[config.mk]
export PLATFORM = sky130hd
export DESIGN_NAME = kfx86_muldiv_unit
export DESIGN_NICKNAME = d
export VERILOG_FILES = /design/src/rtl/kfx86_muldiv_unit_pkg.sv /design/src/rtl/kfx86_muldiv_step.sv /design/src/rtl/kfx86_muldiv_unit.sv
export SDC_FILE = /design/constraint.sdc
export NUM_CORES = 1
export LEC_CHECK = 0
export ABC_AREA = 1
export ABC_CLOCK_PERIOD_IN_PS = 6750
export CORE_AREA = 2 2 239 241
export CTS_CLUSTER_SIZE = 28
export DETAILED_ROUTE_END_ITERATION = 10
export DIE_AREA = 0 0 241 243
export DONT_BUFFER_PORTS = 1
export PLACE_DENSITY = 0.48
export SETUP_SLACK_MARGIN = 0.3
export SLEW_MARGIN = 25
export SYNTH_ARGS = -nofsm -noshare
export SYNTH_HDL_FRONTEND = slang
export SYNTH_HIERARCHICAL = 1
export SYNTH_SLANG_ARGS = --single-unit
[constraint.sdc]
create_clock -name clock -period 6.75 [get_ports clock]
set_input_delay 2.025 -clock clock [delete_from_list [all_inputs] [get_ports clock]]
set_output_delay 2.025 -clock clock [all_outputs]
set_load 0.005 [all_outputs]
[src/rtl/kfx86_muldiv_unit_pkg.sv]
// Shared types for the multiply/divide unit: processor flags and opcode encoding.
package kfx86_muldiv_unit_pkg;

  typedef struct packed {
    logic o;
    logic d;
    logic i;
    logic t;
    logic s;
    logic z;
    logic a;
    logic p;
    logic c;
  } flags_t;

  typedef enum logic [1:0] {
    MD_MUL  = 2'b00,
    MD_IMUL = 2'b01,
    MD_DIV  = 2'b10,
    MD_IDIV = 2'b11
  } md_op_e;

  localparam logic [3:0] LAST_STEP_BYTE = 4'd7;
  localparam logic [3:0] LAST_STEP_WORD = 4'd15;

  function automatic logic [31:0] cond_neg32(input logic neg, input logic [31:0] v);
    return neg ? (~v + 32'd1) : v;
  endfunction

endpackage

[src/rtl/kfx86_muldiv_step.sv]
// One iteration of the sequential engine: add-then-shift-right for multiply,
// compare/subtract-then-shift-left for restoring divide.
module kfx86_muldiv_step (
  input  logic        is_div_i,
  input  logic        word_i,
  input  logic [16:0] acc_i,
  input  logic [15:0] sr_i,
  input  logic [15:0] m_i,
  output logic [16:0] acc_o,
  output logic [15:0] sr_o
);

  logic [16:0] sum;
  logic [16:0] shl;
  logic [16:0] diff;
  logic        ge;
  logic        msb_out;

  // Single combinational step; byte mode keeps the shift register in [7:0]
  always_comb begin
    sum     = acc_i + {1'b0, m_i};
    msb_out = word_i ? sr_i[15] : sr_i[7];
    shl     = {acc_i[15:0], msb_out};
    diff    = shl - {1'b0, m_i};
    ge      = (shl >= {1'b0, m_i});
    acc_o   = '0;
    sr_o    = '0;
    if (is_div_i) begin
      acc_o = ge ? diff : shl;
      sr_o  = word_i ? {sr_i[14:0], ge} : {8'h00, sr_i[6:0], ge};
    end else begin
      if (sr_i[0]) begin
        acc_o = {1'b0, sum[16:1]};
        sr_o  = word_i ? {sum[0], sr_i[15:1]} : {8'h00, sum[0], sr_i[7:1]};
      end else begin
        acc_o = {1'b0, acc_i[16:1]};
        sr_o  = word_i ? {acc_i[0], sr_i[15:1]} : {8'h00, acc_i[0], sr_i[7:1]};
      end
    end
  end

endmodule

[src/rtl/kfx86_muldiv_unit.sv]
// Sequential MUL/IMUL/DIV/IDIV engine, one bit per cycle on operand magnitudes,
// signs applied at the end.
module kfx86_muldiv_unit
  import kfx86_muldiv_unit_pkg::*;
(
  input  logic        clock,
  input  logic        reset_n,
  input  logic        start,
  input  logic        clear,
  input  logic [1:0]  opcode,
  input  logic        select_word,
  input  logic [15:0] source_high,
  input  logic [15:0] source_low,
  input  logic [15:0] source_2,
  input  flags_t      source_flags,
  output logic        busy,
  output logic        done,
  output logic        divide_error,
  output logic [15:0] out_high,
  output logic [15:0] out_low,
  output flags_t      out_flags
);

  typedef enum logic [2:0] {IDLE, PREP, CALC, FIX, DONE} state_e;

  state_e      state_q;
  md_op_e      op_q;
  logic        word_q;
  logic [15:0] hi_q, lo_q, s2_q;
  flags_t      flags_in_q;
  logic [16:0] acc_q;
  logic [15:0] sr_q, m_q;
  logic [3:0]  cnt_q;
  logic        qneg_q, rneg_q, ovf_q;
  logic        done_q, divide_error_q;
  logic [15:0] out_high_q, out_low_q;
  flags_t      out_flags_q;

  logic        is_div, signed_op, a_sign, b_sign, prep_err, prep_ovf;
  logic [15:0] b_ext, b_mag, mul_ext, mul_mag, dvd_hi, dvd_lo;
  logic [31:0] dvd_mag;
  logic [16:0] step_acc;
  logic [15:0] step_sr;
  logic [31:0] prod_s;
  logic [15:0] upper, sext, q, r, qs, rs, fix_high, fix_low;
  logic        co, fix_err;
  flags_t      fix_flags;

  assign busy         = (state_q != IDLE);
  assign done         = done_q;
  assign divide_error = divide_error_q;
  assign out_high     = out_high_q;
  assign out_low      = out_low_q;
  assign out_flags    = out_flags_q;

  // Operand magnitudes and early divide checks, used in PREP
  always_comb begin
    is_div    = (op_q == MD_DIV) || (op_q == MD_IDIV);
    signed_op = (op_q == MD_IMUL) || (op_q == MD_IDIV);
    b_sign    = word_q ? s2_q[15] : s2_q[7];
    b_ext     = word_q ? s2_q : {{8{signed_op & s2_q[7]}}, s2_q[7:0]};
    b_mag     = (signed_op && b_sign) ? (~b_ext + 16'd1) : b_ext;
    if (is_div) a_sign = word_q ? hi_q[15] : lo_q[15];
    else        a_sign = word_q ? lo_q[15] : lo_q[7];
    mul_ext   = word_q ? lo_q : {{8{signed_op & lo_q[7]}}, lo_q[7:0]};
    mul_mag   = (signed_op && a_sign) ? (~mul_ext + 16'd1) : mul_ext;
    dvd_mag   = cond_neg32(signed_op && a_sign,
                           word_q ? {hi_q, lo_q} : {{16{signed_op & lo_q[15]}}, lo_q});
    dvd_hi    = word_q ? dvd_mag[31:16] : {8'h00, dvd_mag[15:8]};
    dvd_lo    = word_q ? dvd_mag[15:0]  : {8'h00, dvd_mag[7:0]};
    prep_err  = is_div && ((b_mag == 16'd0) || ((op_q == MD_DIV) && (dvd_hi >= b_mag)));
    prep_ovf  = (op_q == MD_IDIV) && (dvd_hi >= b_mag);
  end

  kfx86_muldiv_step u_step (
    .is_div_i (is_div),
    .word_i   (word_q),
    .acc_i    (acc_q),
    .sr_i     (sr_q),
    .m_i      (m_q),
    .acc_o    (step_acc),
    .sr_o     (step_sr)
  );

  // Sign fix-up, result mapping, flags and IDIV range check, used in FIX
  always_comb begin
    prod_s = cond_neg32(qneg_q, word_q ? {acc_q[15:0], sr_q} : {16'h0000, acc_q[7:0], sr_q[7:0]});
    upper  = word_q ? prod_s[31:16] : {8'h00, prod_s[15:8]};
    sext   = word_q ? {16{prod_s[15]}} : {8'h00, {8{prod_s[7]}}};
    co     = (op_q == MD_IMUL) ? (upper != sext) : (upper != 16'h0000);
    q      = word_q ? sr_q : {8'h00, sr_q[7:0]};
    r      = word_q ? acc_q[15:0] : {8'h00, acc_q[7:0]};
    qs     = qneg_q ? (~q + 16'd1) : q;
    rs     = rneg_q ? (~r + 16'd1) : r;
    fix_flags = flags_in_q;
    if (is_div) begin
      fix_high = word_q ? rs : 16'h0000;
      fix_low  = word_q ? qs : {rs[7:0], qs[7:0]};
      // Magnitude >= 2^(N-1) rejects -0x80/-0x8000 too, matching the 8086
      fix_err  = (op_q == MD_IDIV) && (ovf_q || (word_q ? q[15] : q[7]));
    end else begin
      fix_high    = word_q ? prod_s[31:16] : 16'h0000;
      fix_low     = prod_s[15:0];
      fix_err     = 1'b0;
      fix_flags.c = co;
      fix_flags.o = co;
    end
  end

  // Control FSM with registered outputs and iteration datapath
  always_ff @(posedge clock or negedge reset_n) begin
    if (!reset_n) begin
      state_q        <= IDLE;
      op_q           <= MD_MUL;
      word_q         <= 1'b0;
      hi_q           <= '0;
      lo_q           <= '0;
      s2_q           <= '0;
      flags_in_q     <= '0;
      acc_q          <= '0;
      sr_q           <= '0;
      m_q            <= '0;
      cnt_q          <= '0;
      qneg_q         <= 1'b0;
      rneg_q         <= 1'b0;
      ovf_q          <= 1'b0;
      done_q         <= 1'b0;
      divide_error_q <= 1'b0;
      out_high_q     <= '0;
      out_low_q      <= '0;
      out_flags_q    <= '0;
    end else begin
      done_q <= 1'b0;
      if (clear) begin
        state_q <= IDLE;
      end else begin
        case (state_q)
          IDLE: if (start) begin
            op_q       <= md_op_e'(opcode);
            word_q     <= select_word;
            hi_q       <= source_high;
            lo_q       <= source_low;
            s2_q       <= source_2;
            flags_in_q <= source_flags;
            state_q    <= PREP;
          end
          PREP: begin
            acc_q  <= is_div ? {1'b0, dvd_hi} : '0;
            sr_q   <= is_div ? dvd_lo : b_mag;
            m_q    <= is_div ? b_mag : mul_mag;
            cnt_q  <= '0;
            qneg_q <= signed_op & (a_sign ^ b_sign);
            rneg_q <= signed_op & a_sign;
            ovf_q  <= prep_ovf;
            if (prep_err) begin
              done_q         <= 1'b1;
              divide_error_q <= 1'b1;
              state_q        <= DONE;
            end else begin
              state_q <= CALC;
            end
          end
          CALC: begin
            acc_q <= step_acc;
            sr_q  <= step_sr;
            cnt_q <= cnt_q + 4'd1;
            if (cnt_q == (word_q ? LAST_STEP_WORD : LAST_STEP_BYTE)) state_q <= FIX;
          end
          FIX: begin
            if (!fix_err) begin
              out_high_q  <= fix_high;
              out_low_q   <= fix_low;
              out_flags_q <= fix_flags;
            end
            done_q         <= 1'b1;
            divide_error_q <= fix_err;
            state_q        <= DONE;
          end
          DONE:    state_q <= IDLE;
          default: state_q <= IDLE;
        endcase
      end
    end
  end

endmodule

==> results.sh <==
export IMPL_end_kind="flop"
export IMPL_setup_total_neg_slack_ns=0
export IMPL_insertedDiodeCount=0
export IMPL_synth_common_cells="556 x sky130_fd_sc_hd__nand2_1, 253 x sky130_fd_sc_hd__inv_1, 198 x sky130_fd_sc_hd__nor2_1"
export IMPL_grtUsageTotal=0.1726
export IMPL_drt_total_wl_um=50110
export IMPL_synth_largest_area_cell="sky130_fd_sc_hd__dfrtp_1"
export IMPL_cap_violations=0
export IMPL_min_path_type="reg -> reg"
export IMPL_syn_nets=2215
export IMPL_finalHoldViolCount=0
export IMPL_flow_area_growth_from_synthesis_pct=9.013
export IMPL_seq_cells_post_synth=162
export IMPL_cts_root_buffer_cell="sky130_fd_sc_hd__clkbuf_16"
export IMPL_timing_max_slew_rel_slack=0.3405
export IMPL_cts_buffer_depth=2
export IMPL_timing_fmax_ghz=0.2179
export IMPL_status="complete, no violations"
export IMPL_route_detailed_wl_per_inst_um=17.84
export IMPL_design_die_area_um2=58560
export IMPL_via_per_inst=4.835
export IMPL_via_count=13580
export IMPL_yosysTopAreaCellShare=0.2932
export IMPL_globalplace_congestion=0.9618
export IMPL_clock_skew_ns=0.009358
export IMPL_finalMaxSlewViolations=0
export IMPL_grt_ovfl_total=0
export IMPL_synth_sequential_area_ratio=0.2932
export IMPL_htree_num_levels=4
export IMPL_tightest_slew_ns=0.9856
export IMPL_drt_pre_antenna_iters=5
export IMPL_remaining_drc_errors=0
export IMPL_critical_path_reg2reg_endpoint="divide_error"
export IMPL_criticalPathCategory="reg -> reg"
export IMPL_post_synth_instance_area_um2=13830
export IMPL_synth_edff_count=0
export IMPL_dp_final_hpwl_um=39270
export IMPL_worst_setup_hold_path_clk_slew_ns=0.07
export IMPL_hold_path_endpoint="state_q[0]"
export IMPL_clkLatencyLatePin_ns=0.47
export IMPL_post_synth_main_area_contributors="sky130_fd_sc_hd__dfrtp_1 29%, sky130_fd_sc_hd__nand2_1 15%, sky130_fd_sc_hd__inv_1 6.9%, sky130_fd_sc_hd__nand3_1 5.6%, sky130_fd_sc_hd__a21oi_1 5.6%"
export IMPL_cp_data_required_time_ns=7.07
export IMPL_reg2regPathDepth=26
export IMPL_core_um2=55950
export IMPL_synth_async_reset_ratio=1.000
export IMPL_launch_instance_of_the_worst_register_to_register_path="word_q"
export IMPL_layout_drive_gt1_share=0.07793
export IMPL_regToRegSetupSlack_ns=2.16
export IMPL_grt_max_degree=163
export IMPL_clock_sink_count=162
export IMPL_synth_area_per_cell_um2=6.600
export IMPL_final_net_count=2160
export IMPL_fp_dieW_um=241
export IMPL_cts_hold_fix_buffers=0
export IMPL_cell_variety_after_synth=63
export IMPL_grt_pass1_vias=13110
export IMPL_cts_buffers=17
export IMPL_critPathLaunchType="flop"
export IMPL_antenna_violations_before_repair=0
export IMPL_io_buffers=0
export IMPL_grt_pass1_wl_um=77900
export IMPL_setup_viol_count_final=0
export IMPL_row_count=87
export IMPL_cts_tree="built"
export IMPL_yosys_warnings=6
export IMPL_worstPathMaxFanout=55
export IMPL_pin_count=108
export IMPL_worstSetupStartpoint="word_q"
export IMPL_drtAntennaViolNets=0
export IMPL_ys_dominant_reg_cell="sky130_fd_sc_hd__dfrtp_1"
export IMPL_arrival_ns=4.91
export IMPL_synthMostInstantiatedCell="sky130_fd_sc_hd__nand2_1"
export IMPL_post_route_period_util=0.6798
export IMPL_initial_core_util=0.2471
export IMPL_fp_dieH_um=243
export IMPL_rsz0062_at_grt="false"
export IMPL_first_iter_violations=961
export IMPL_synthCells=2095
export IMPL_ctsResizeCount=0
export IMPL_hold_depth=1
export IMPL_period_needed_ns=4.589
export IMPL_worst_hold_startpoint="state_q[0]"
export IMPL_post_cts_setup_buffer_count=0
## layout by cell type (no fill, tap or decap), drive strengths merged, types with 3 or more instances in the layout
cell    instances
nand2         574
nand3         161
a21oi         159
xor2           48
o21a            5
clkbuf         19
o21ai         160
inv           271
buf             9
o221ai          3
clkinv         11
o211ai         16
a22oi          21
mux2           33
nor3           16
o21bai          3
nand4          24
nand3b          4
a32oi           3
a21o            3
a22o            4
dfrtp         162
o31ai           5
nor2          217
xnor2          14
or2            10
a31oi          14
ha             54
o22ai          10
a211oi          3
and2            3
## layout make-up
class	instances	area, µm²
well taps	756	945.9
clock buffers	19	442.9
repair buffers	9	67.56
flip-flops and latches	162	4059
fillers	6272	40880
clock inverters	13	168.9
multi-input cells	1579	8367
inverters	271	1022
## critical path, cell delays in order, from the launching register on
cell and delay (ns):
sky130_fd_sc_hd__dfrtp_4 0.64, sky130_fd_sc_hd__inv_6 0.42, sky130_fd_sc_hd__nor2_2 0.09, sky130_fd_sc_hd__a21oi_2 0.14, sky130_fd_sc_hd__o21ai_2 0.09, sky130_fd_sc_hd__nor2_4 0.58
sky130_fd_sc_hd__inv_2 0.29, sky130_fd_sc_hd__a31oi_1 0.25, sky130_fd_sc_hd__xor2_1 0.09, sky130_fd_sc_hd__o21ai_0 0.30, sky130_fd_sc_hd__ha_1 0.29, sky130_fd_sc_hd__o21ai_0 0.07
sky130_fd_sc_hd__a21boi_0 0.09, sky130_fd_sc_hd__o21ai_0 0.15, sky130_fd_sc_hd__nand2_1 0.07, sky130_fd_sc_hd__nand2_1 0.06, sky130_fd_sc_hd__nand2_1 0.05, sky130_fd_sc_hd__nand2_1 0.05
sky130_fd_sc_hd__nand2_1 0.05, sky130_fd_sc_hd__nand2_1 0.06, sky130_fd_sc_hd__nand2_1 0.04, sky130_fd_sc_hd__nand2_1 0.06, sky130_fd_sc_hd__nand2_1 0.07, sky130_fd_sc_hd__nand3_1 0.10
sky130_fd_sc_hd__nand3_2 0.09, sky130_fd_sc_hd__nand2_2 0.10, sky130_fd_sc_hd__a21oi_2 0.06
## layer usage
layer  track usage  share of wire
met4       0.05483          0.025
met2        0.2844           0.47
met5             0              0
met3       0.02616          0.046
met1        0.2302           0.46
## metrics by stage
stage / instances / cell area (µm²) / utilization / hold slack (ns) / worst slack (ns)
finish: 2809 / 15070 / 0.2694 / 0.4607 / 2.161
global route: 2809 / 15070 / 0.2694 / 0.4848 / 1.640
CTS: 2809 / 15070 / 0.2694 / 0.4625 / 2.198
detailed placement: 2777 / 14460 / 0.2585 / 0.4527 / 2.237
global placement: 2777 / 14460 / 0.2585 / 0.4539 / 2.295
floorplan: 2095 / 13830 / - / 0.4311 / 3.503
## sequential cells by signal, indices dropped and copies added (netlist names)
name,count
state_q,3
op_q,2
acc_q,17
qneg_q,1
out_high,16
sr_q,16
word_q,1
ovf_q,1
lo_q,16
out_low,16
done,1
out_flags,9
fix_flags,7
m_q,16
s2_q,16
cnt_q,4
divide_error,1
hi_q,16
rneg_q,1
flags_in_q,2
## cell families after synthesis
family	Yosys count	share of synthesized area
buffers and inverters	354	0.1035
AO/OA/AOI/OAI	414	0.1722
AND/OR/NAND/NOR	1014	0.3126
adder cells (fa/ha/maj)	56	0.05176
multiplexers	33	0.02688
XOR/XNOR	62	0.03982
flip-flops	162	0.2932
## worst max path at each step
stage | to | slack [ns] | cells after the start
final | divide_error | 2.16 | 26
after floorplan | sr_q[5] | 3.50 | 7
after CTS | divide_error | 2.20 | 24
after global routing | divide_error | 1.64 | 24
after global placement | divide_error | 2.30 | 24
after detailed placement | divide_error | 2.24 | 24
Power is left out: the tool's default activity adds up to more than one toggle a clock period on the data nets, which glitch-free logic cannot reach.
